$ cat config.mk
export PLATFORM = sky130hd
export DESIGN_NAME = text_write_ctrl_flat
export DESIGN_NICKNAME = d
export VERILOG_FILES = /design/src/rtl/text_pkg.sv /design/src/rtl/text_write_ctrl_if.sv /design/src/rtl/text_cursor.sv /design/src/rtl/text_write_ctrl.sv /design/src/flat_wrapper.sv
export SDC_FILE = /design/constraint.sdc
export NUM_CORES = 1
export LEC_CHECK = 0
export ABC_CLOCK_PERIOD_IN_PS = 3300
export CORE_ASPECT_RATIO = 2
export CORE_MARGIN = 5
export CORE_UTILIZATION = 56
export DETAILED_ROUTE_END_ITERATION = 8
export PLACE_DENSITY = 0.81
export SLEW_MARGIN = 10
export SYNTH_ARGS = -nofsm -noshare
export SYNTH_HDL_FRONTEND = slang
export SYNTH_HIERARCHICAL = 1
export SYNTH_SLANG_ARGS = --single-unit
$ cat constraint.sdc
create_clock -name clk -period 3.3 [get_ports clk]
set_input_delay 0.66 -clock clk [delete_from_list [all_inputs] [get_ports clk]]
set_output_delay 0.66 -clock clk [all_outputs]
set_load 0.1 [all_outputs]
$ cat src/rtl/text_pkg.sv
// Shared constants, control codes and FSM encoding for the text-mode VRAM writer.
package text_pkg;
  localparam int unsigned DATA_WIDTH = 16;
  localparam int unsigned COLS       = 80;
  localparam int unsigned ROWS       = 30;
  localparam int unsigned ADDR_WIDTH = 12;
  localparam int unsigned CELLS      = COLS * ROWS;

  localparam logic [DATA_WIDTH-1:0] BLANK_WORD = 16'h0020;

  localparam logic [7:0] CC_LF = 8'h0A;
  localparam logic [7:0] CC_CR = 8'h0D;
  localparam logic [7:0] CC_FF = 8'h0C;

  typedef enum logic {
    ST_IDLE  = 1'b0,
    ST_CLEAR = 1'b1
  } state_e;
endpackage

$ cat src/rtl/text_write_ctrl_if.sv
// Strobe/data input from the write-decode stage and the VRAM write port.
interface text_write_ctrl_if
  import text_pkg::*;
();
  logic [DATA_WIDTH-1:0] io_din;
  logic                  we_0;
  logic                  we_1;
  logic                  vram_we;
  logic [ADDR_WIDTH-1:0] vram_addr;
  logic [DATA_WIDTH-1:0] vram_dout;

  modport master (output io_din, we_0, we_1, input vram_we, vram_addr, vram_dout);
  modport slave  (input io_din, we_0, we_1, output vram_we, vram_addr, vram_dout);
endinterface

$ cat src/rtl/text_cursor.sv
// Row/column cursor with an incrementally maintained linear address (row*COLS+col).
module text_cursor
  import text_pkg::*;
(
  input  logic                  clk,
  input  logic                  rst,
  input  logic                  home,
  input  logic                  set,
  input  logic [7:0]            set_row,
  input  logic [7:0]            set_col,
  input  logic                  adv,
  input  logic                  newline,
  input  logic                  cr,
  output logic [7:0]            row,
  output logic [7:0]            col,
  output logic [ADDR_WIDTH-1:0] addr
);
  localparam logic [7:0]            LAST_COL = 8'(COLS - 1);
  localparam logic [7:0]            LAST_ROW = 8'(ROWS - 1);
  localparam logic [ADDR_WIDTH-1:0] COLS_A   = ADDR_WIDTH'(COLS);

  logic [7:0]            row_q, row_d;
  logic [7:0]            col_q, col_d;
  logic [ADDR_WIDTH-1:0] addr_q, addr_d;

  always_comb begin
    row_d  = row_q;
    col_d  = col_q;
    addr_d = addr_q;
    if (home) begin
      row_d  = '0;
      col_d  = '0;
      addr_d = '0;
    end else if (set) begin
      // Out-of-range coordinates fall back to home
      if (set_row <= LAST_ROW && set_col <= LAST_COL) begin
        row_d  = set_row;
        col_d  = set_col;
        addr_d = ADDR_WIDTH'(set_row) * COLS_A + ADDR_WIDTH'(set_col);
      end else begin
        row_d  = '0;
        col_d  = '0;
        addr_d = '0;
      end
    end else if (adv) begin
      if (col_q == LAST_COL) begin
        col_d = '0;
        if (row_q == LAST_ROW) begin
          row_d  = '0;
          addr_d = '0;
        end else begin
          row_d  = row_q + 8'd1;
          addr_d = addr_q + ADDR_WIDTH'(1);
        end
      end else begin
        col_d  = col_q + 8'd1;
        addr_d = addr_q + ADDR_WIDTH'(1);
      end
    end else if (newline) begin
      col_d = '0;
      if (row_q == LAST_ROW) begin
        row_d  = '0;
        addr_d = '0;
      end else begin
        row_d  = row_q + 8'd1;
        addr_d = addr_q - ADDR_WIDTH'(col_q) + COLS_A;
      end
    end else if (cr) begin
      col_d  = '0;
      addr_d = addr_q - ADDR_WIDTH'(col_q);
    end
  end

  always_ff @(posedge clk) begin
    if (rst) begin
      row_q  <= '0;
      col_q  <= '0;
      addr_q <= '0;
    end else begin
      row_q  <= row_d;
      col_q  <= col_d;
      addr_q <= addr_d;
    end
  end

  assign row  = row_q;
  assign col  = col_q;
  assign addr = addr_q;
endmodule

$ cat src/rtl/text_write_ctrl.sv
// Text-mode VRAM write controller: character writes, control codes and clear-screen sequencer.
module text_write_ctrl
  import text_pkg::*;
(
  input  logic               clk,
  input  logic               rst,
  text_write_ctrl_if.slave   bus,
  output logic [7:0]         cursor_row,
  output logic [7:0]         cursor_col,
  output logic               busy,
  output logic               drop_err
);
  localparam logic [ADDR_WIDTH-1:0] LAST_CELL = ADDR_WIDTH'(CELLS - 1);

  state_e                state_q, state_d;
  logic [ADDR_WIDTH-1:0] clr_cnt_q, clr_cnt_d;
  logic                  vram_we_q, vram_we_d;
  logic [ADDR_WIDTH-1:0] vram_addr_q, vram_addr_d;
  logic [DATA_WIDTH-1:0] vram_dout_q, vram_dout_d;
  logic                  busy_q, busy_d;
  logic                  drop_err_q, drop_err_d;

  logic                  cur_home_c, cur_set_c, cur_adv_c, cur_nl_c, cur_cr_c;
  logic [ADDR_WIDTH-1:0] cur_addr;
  logic                  is_ctrl_c;

  text_cursor u_cursor (
    .clk     (clk),
    .rst     (rst),
    .home    (cur_home_c),
    .set     (cur_set_c),
    .set_row (bus.io_din[15:8]),
    .set_col (bus.io_din[7:0]),
    .adv     (cur_adv_c),
    .newline (cur_nl_c),
    .cr      (cur_cr_c),
    .row     (cursor_row),
    .col     (cursor_col),
    .addr    (cur_addr)
  );

  assign is_ctrl_c = (bus.io_din[15:8] == 8'h00);

  always_comb begin
    state_d     = state_q;
    clr_cnt_d   = clr_cnt_q;
    vram_we_d   = 1'b0;
    vram_addr_d = vram_addr_q;
    vram_dout_d = vram_dout_q;
    busy_d      = busy_q;
    drop_err_d  = drop_err_q;
    cur_home_c  = 1'b0;
    cur_set_c   = 1'b0;
    cur_adv_c   = 1'b0;
    cur_nl_c    = 1'b0;
    cur_cr_c    = 1'b0;
    case (state_q)
      ST_IDLE: begin
        // Cursor set wins over a coincident character write
        if (bus.we_0) begin
          cur_set_c = 1'b1;
          if (bus.we_1) drop_err_d = 1'b1;
        end else if (bus.we_1) begin
          if (is_ctrl_c && bus.io_din[7:0] == CC_LF) begin
            cur_nl_c = 1'b1;
          end else if (is_ctrl_c && bus.io_din[7:0] == CC_CR) begin
            cur_cr_c = 1'b1;
          end else if (is_ctrl_c && bus.io_din[7:0] == CC_FF) begin
            state_d   = ST_CLEAR;
            busy_d    = 1'b1;
            clr_cnt_d = '0;
          end else begin
            vram_we_d   = 1'b1;
            vram_addr_d = cur_addr;
            vram_dout_d = bus.io_din;
            cur_adv_c   = 1'b1;
          end
        end
      end
      ST_CLEAR: begin
        if (bus.we_0 || bus.we_1) drop_err_d = 1'b1;
        vram_we_d   = 1'b1;
        vram_addr_d = clr_cnt_q;
        vram_dout_d = BLANK_WORD;
        if (clr_cnt_q == LAST_CELL) begin
          state_d    = ST_IDLE;
          busy_d     = 1'b0;
          clr_cnt_d  = '0;
          cur_home_c = 1'b1;
        end else begin
          clr_cnt_d = clr_cnt_q + ADDR_WIDTH'(1);
        end
      end
      default: state_d = ST_IDLE;
    endcase
  end

  always_ff @(posedge clk) begin
    if (rst) begin
      state_q     <= ST_IDLE;
      clr_cnt_q   <= '0;
      vram_we_q   <= 1'b0;
      vram_addr_q <= '0;
      vram_dout_q <= '0;
      busy_q      <= 1'b0;
      drop_err_q  <= 1'b0;
    end else begin
      state_q     <= state_d;
      clr_cnt_q   <= clr_cnt_d;
      vram_we_q   <= vram_we_d;
      vram_addr_q <= vram_addr_d;
      vram_dout_q <= vram_dout_d;
      busy_q      <= busy_d;
      drop_err_q  <= drop_err_d;
    end
  end

  assign bus.vram_we   = vram_we_q;
  assign bus.vram_addr = vram_addr_q;
  assign bus.vram_dout = vram_dout_q;
  assign busy          = busy_q;
  assign drop_err      = drop_err_q;
endmodule

$ cat src/flat_wrapper.sv
// flat-port wrapper written by rule: the top's interface ports become plain ports
module text_write_ctrl_flat import text_pkg::*;
  (clk, rst, cursor_row, cursor_col, busy, drop_err, bus_io_din, bus_we_0, bus_we_1, bus_vram_we, bus_vram_addr, bus_vram_dout);
  text_write_ctrl_if bus_i ();
  input  logic clk;
  input  logic rst;
  output logic [7:0] cursor_row;
  output logic [7:0] cursor_col;
  output logic busy;
  output logic drop_err;
  input wire logic [$bits(bus_i.io_din)-1:0] bus_io_din;
  input wire logic [$bits(bus_i.we_0)-1:0] bus_we_0;
  input wire logic [$bits(bus_i.we_1)-1:0] bus_we_1;
  output wire logic [$bits(bus_i.vram_we)-1:0] bus_vram_we;
  output wire logic [$bits(bus_i.vram_addr)-1:0] bus_vram_addr;
  output wire logic [$bits(bus_i.vram_dout)-1:0] bus_vram_dout;
  assign bus_i.io_din = bus_io_din;
  assign bus_i.we_0 = bus_we_0;
  assign bus_i.we_1 = bus_we_1;
  assign bus_vram_we = bus_i.vram_we;
  assign bus_vram_addr = bus_i.vram_addr;
  assign bus_vram_dout = bus_i.vram_dout;
  text_write_ctrl u_core (.clk(clk), .rst(rst), .bus(bus_i), .cursor_row(cursor_row), .cursor_col(cursor_col), .busy(busy), .drop_err(drop_err));
endmodule
# Word-level counts from Yosys, hierarchy flattened
# Cells that the tools add are included.
# W data, S select, Z words.
# classes
addsub	7
multipliers	1
magnitude_cmp	2
n_eq_ne	16
n_mux	77
n_bitwise	1
n_reduce_logical	14
# op_table
operator	count
$mux W12	19
$mux W8	12
$mux W16	5
$pmux W12 S2	2
$mux W1	34
$pmux W16 S2	1
$add A12 B1 Y12 const B	2
$eq A8 B4 Y1 const B	3
$add A8 B1 Y8 const B	2
$ne A2 B2 Y1 const B	8
$add A12 B7 Y12 const B	1
$add A12 B8 Y12	1
$eq A12 B12 Y1 const B	1
$sub A12 B8 Y12	1
$reduce_and A5 Y1	2
$eq A8 B5 Y1 const B	1
$eq A8 B7 Y1 const B	1
$le A8 B5 Y1 const B	1
$le A8 B7 Y1 const B	1
$logic_not A8 Y1	1
$mul A8 B3 Y8 const B	1
$pmux W1 S2	4
$reduce_and A6 Y1	1
$logic_and A1 B1 Y1	4
9 further kinds	9
# totals
register_bits	72
inputBits	20

# Logic depth before layout (Yosys ltp)
# depth
word_depth	11
mapped_depth	14
ltp_nobuf	14

# Modules after synthesis
# The synthesis kept the hierarchy.
# by_module_without_submodules
mod	instances	cells_each	area_each_um2	seq_area_each_um2
text_cursor	1	375	2856.5	560.5
text_write_ctrl	1	258	2199.6	880.8

# Worst setup path before layout
# OpenSTA, ideal clock, no wires.
# synth_timing
path_kind	reg2reg
startpoint	register u_core.u_cursor.col_q[0], in the netlist u_core/u_cursor/col[0]
endpoint	register u_core.u_cursor.addr_q[9], in the netlist u_core/u_cursor/addr[9]
setup_time_ns	0.117
arrival_time_ns	3.331
required_time_ns	3.183
slack_ns	-0.148
stages_incl_launch_ff	12
synth_period_minus_slack_ns	3.448
path_cell_list	dfxtp_1 > ha_1 > inv_1 > fa_1 > a21o_1 > a221oi_4 > xnor2_1 > a311o_1 > nand3_1 > mux2i_1 > mux2i_1 > nand2_1
# synth_via
elab_chain_cells	6
word_cells_on_any_way	9
classes_between	2 x add/sub; 1 x eq/ne; 6 x mux
# synth_lines
element	line	rtl
from (decl)	text_cursor.sv:23	logic [7:0] col_q, col_d;
from (signal assigned)	text_cursor.sv:81	col_q <= col_d;
$sub A12 B8 Y12	text_cursor.sv:66, text_cursor.sv:70	
$add A12 B7 Y12	text_cursor.sv:66	addr_d = addr_q - ADDR_WIDTH'(col_q) + COLS_A;
$mux W12	text_cursor.sv:61	if (row_q == LAST_ROW) begin
$mux W12	text_cursor.sv:59	end else if (newline) begin
$mux W12 *	text_cursor.sv:45	end else if (adv) begin
$mux W12 *	text_cursor.sv:34	end else if (set) begin
to (signal assigned)	text_cursor.sv:82	addr_q <= addr_d;
to (decl)	text_cursor.sv:24	logic [ADDR_WIDTH-1:0] addr_q, addr_d;
# Mark *: on every way between the ends. The rest lies on a longest branch, timed or not. The select of a mux whose other input is x is not followed.
# A chain may end at the register's enable or synchronous reset.

# Worst setup path in the final report
# Same ends and word-level chain as after synthesis.

==> metrics <==
worst endpoint required time=3.53 ns; Warnings, synthesis=6; power per standard cell area=444 nW/um^2; H-tree levels=3; unrepaired setup endpoints after global routing=false; leakage=0.00246 uW; Top-Level Pins=67; Seq/Total Area, Yosys=28.5%; Final Util=69.4%; multi-input logic area=3340 sq um; Setup-failing EPs final=0; Remaining Overflow, GRT=0; Worst Hold Endpoint=u_core/bus.vram_dout[11]$_SDFFE_PP0P_; max-slew violation count=0; f_max=0.331 GHz; pre-CTS setup slack=0.00200 ns; GPL Wtd Cong=0.958; Site Rows=49; Final Skew=0.00719 ns; Routed Antenna Nets=0; Worst Setup End Kind=flop; DRT Wirelength=16000 um; n_diodes=0; Avg Cell Area, Syn=7.99 sq um; DP Cell Count=809; Post-synth ARST share=0%; top_reg_cell synth=dfxtp_1; Commonest cells post-synth=dfxtp_1, nand2_1, nor2_1; # fillers=750; most frequent cell after synthesis=dfxtp_1; synth unique cells=76; DRT Pass-1 Iters=5; min cycle time layout=3.02 ns; Worst Hold Class=flop to flop; RR Endpoint=u_core/u_cursor/addr[9]$_SDFFE_PP0P_; cts hold-fix bufs=0; die height=144 um; Least-Margin Pin Slew=0.696 ns; CTS tree=yes; share of layout cells above drive strength 1=17.8%; sequential cell area=1440 sq um; Syn Nets=683; total global routing track utilization=28.8%; period utilization=91.5%; Final Net Count=768; largest net degree at the start of global routing=31; Yosys top cell by area=dfxtp_1; routed via count=5273; Final WS setup=0.281 ns; number of synthesized flops with an enable pin=0; # DRC=0; PnR Total Power=2740 uW; Root Driver=clkbuf_16; initial antenna violation count=0; Resized cells post-CTS=0; Initial Util=56.9%; TNS Setup=0 ns; Vias/cell=6.39; # port buffers=66; relative slew slack=53.4%; crit path from=u_core/u_cursor/col[0]$_SDFFE_PP0P_; die area=11100 sq um; Syn Std Cell Area=5060 sq um; total CTS buffers=9; R2R Path Start=u_core/u_cursor/col[0]$_SDFFE_PP0P_; crit path DAT=3.25 ns; core area=8890 sq um; post-layout instance count excluding filler cells=825; Clock Latency Late Sink=0.34 ns; Die Wd=77.2 um; Hold Fails Final Rpt=0; #FFs+latches synth=72; Yosys top cell area share=28.5%; wire per inst=19.4 um; vias in the first global route=5283; hold wc startpoint=u_core/bus.vram_dout[11]$_SDFFE_PP0P_; first-pass GRT wire length=25600 um; maximum vdd drop=0.000350 V; clk sink count=72; Crit Path Max Fanout=6; max-cap violations=0; crit start category=flop; Starting DRT DRC Count=382; Detail Placement HPWL=12300 um; synth top area cells=dfxtp_1, ha_1, o21ai_0; R2R depth=11; WS Path Type=flop to flop; maximum clock path buffer count=2; CTS clk-pin slew, worst paths=0.06 ns; post-synthesis instance total=633; outcome=completed; Layout Area Growth over Synthesis=22.0%; Setup Buffers After CTS=0; hold path depth=2; FF-to-FF setup slack=0.28 ns
-- cells in the final DEF, fill, tap and decap left out, types with 4 or more instances in the layout --
cell / count
nand4_1: 8
buf_4: 87
or4_1: 4
nor2_1: 61
inv_1: 31
nand2_1: 63
o21ai_0: 52
nor3_1: 10
a21oi_1: 39
nor4_1: 9
nor3b_1: 9
nand2b_1: 7
o211ai_1: 4
dfxtp_1: 70
a31oi_1: 6
or3_1: 5
xnor2_1: 22
clkdlybuf4s50_1: 19
o21a_1: 7
nand3_1: 19
ha_1: 27
a221oi_2: 10
clkbuf_16: 9
and3_1: 13
a211oi_1: 5
a21o_1: 8
a221oi_1: 10
mux2i_1: 19
xor2_1: 8
nor2b_1: 9
-- worst max-delay path: stages (launching register included) --
cell and delay, ns:
dfxtp_2 0.38, ha_1 0.20, inv_1 0.06, fa_1 0.40, a21o_1 0.24, a221oi_4 0.33, xnor2_1 0.18, a311o_1 0.37
nand3_1 0.18, mux2i_1 0.29, mux2i_1 0.22, nand2_1 0.06
-- cell type report --
type / count / share of cell area [%]
Timing Repair Buffer: 106 / 13.7
Tap cell: 102 / 2.07
Multi-Input combinational cell: 498 / 54.2
Clock buffer: 10 / 3.71
Clock inverter: 6 / 1.09
Sequential cell: 72 / 23.4
Inverter: 31 / 1.89
-- how the worst max path moves through the flow --
stage / to / slack (ns) / cells after the start
after floorplan: u_core/u_cursor/addr[9]$_SDFFE_PP0P_ / 0.03 / 11
after global placement: u_core/u_cursor/addr[9]$_SDFFE_PP0P_ / 0.14 / 11
after detailed placement: u_core/u_cursor/addr[9]$_SDFFE_PP0P_ / 0.002 / 11
after CTS: u_core/u_cursor/addr[9]$_SDFFE_PP0P_ / 0.28 / 11
after global routing: u_core/u_cursor/addr[9]$_SDFFE_PP0P_ / 0.1 / 12
final: u_core/u_cursor/addr[9]$_SDFFE_PP0P_ / 0.28 / 11
-- metal layers --
layer	vias up	routed length, um	GRT usage [%]
li1	2480	-	-
met1	2478	5400	27.1
met2	232	8740	55.1
met3	83	825	4.68
met4	0	1070	19.7
met5	-	0	0
-- stage by stage --
stage,instance area (sq um),hold slack [ns]
after floorplan,5060,0.475
after global placement,5870,0.444
after detailed placement,5870,0.459
after CTS,6170,0.470
after global routing,6170,0.483
final,6170,0.466
-- logic make-up (layout without fill, tap and decap cells) --
group | after synthesis | after routing | synth area share, %
adder cells (fa/ha/maj) | 31 | 31 | 8.07
flip-flops | 72 | 72 | 28.5
AND/OR/NAND/NOR | 238 | 238 | 23.9
AO/OA/AOI/OAI | 179 | 179 | 24.8
multiplexers | 20 | 20 | 3.98
XOR/XNOR | 30 | 30 | 5.20
buffers and inverters | 63 | 153 | 5.54
-- state kept, by name (all words and copies together), names as in the netlist --
signal and cells:
u_core/busy 1, u_core/bus.vram_dout 16, u_core/state_q 1, u_core/u_cursor/col 8, u_core/u_cursor/addr 12, u_core/clr_cnt_q 12, u_core/drop_err 1, u_core/bus.vram_addr 12
u_core/bus.vram_we 1, u_core/u_cursor/row 8
-- power breakdown --
group | internal, uW | total, uW | switching (uW) | leakage (uW)
clock | 590 | 991 | 402 | 0.000139
sequential | 906 | 951 | 45.2 | 0.000588
combinational | 284 | 799 | 514 | 0.00173
(Power assumes the default switching activity.)
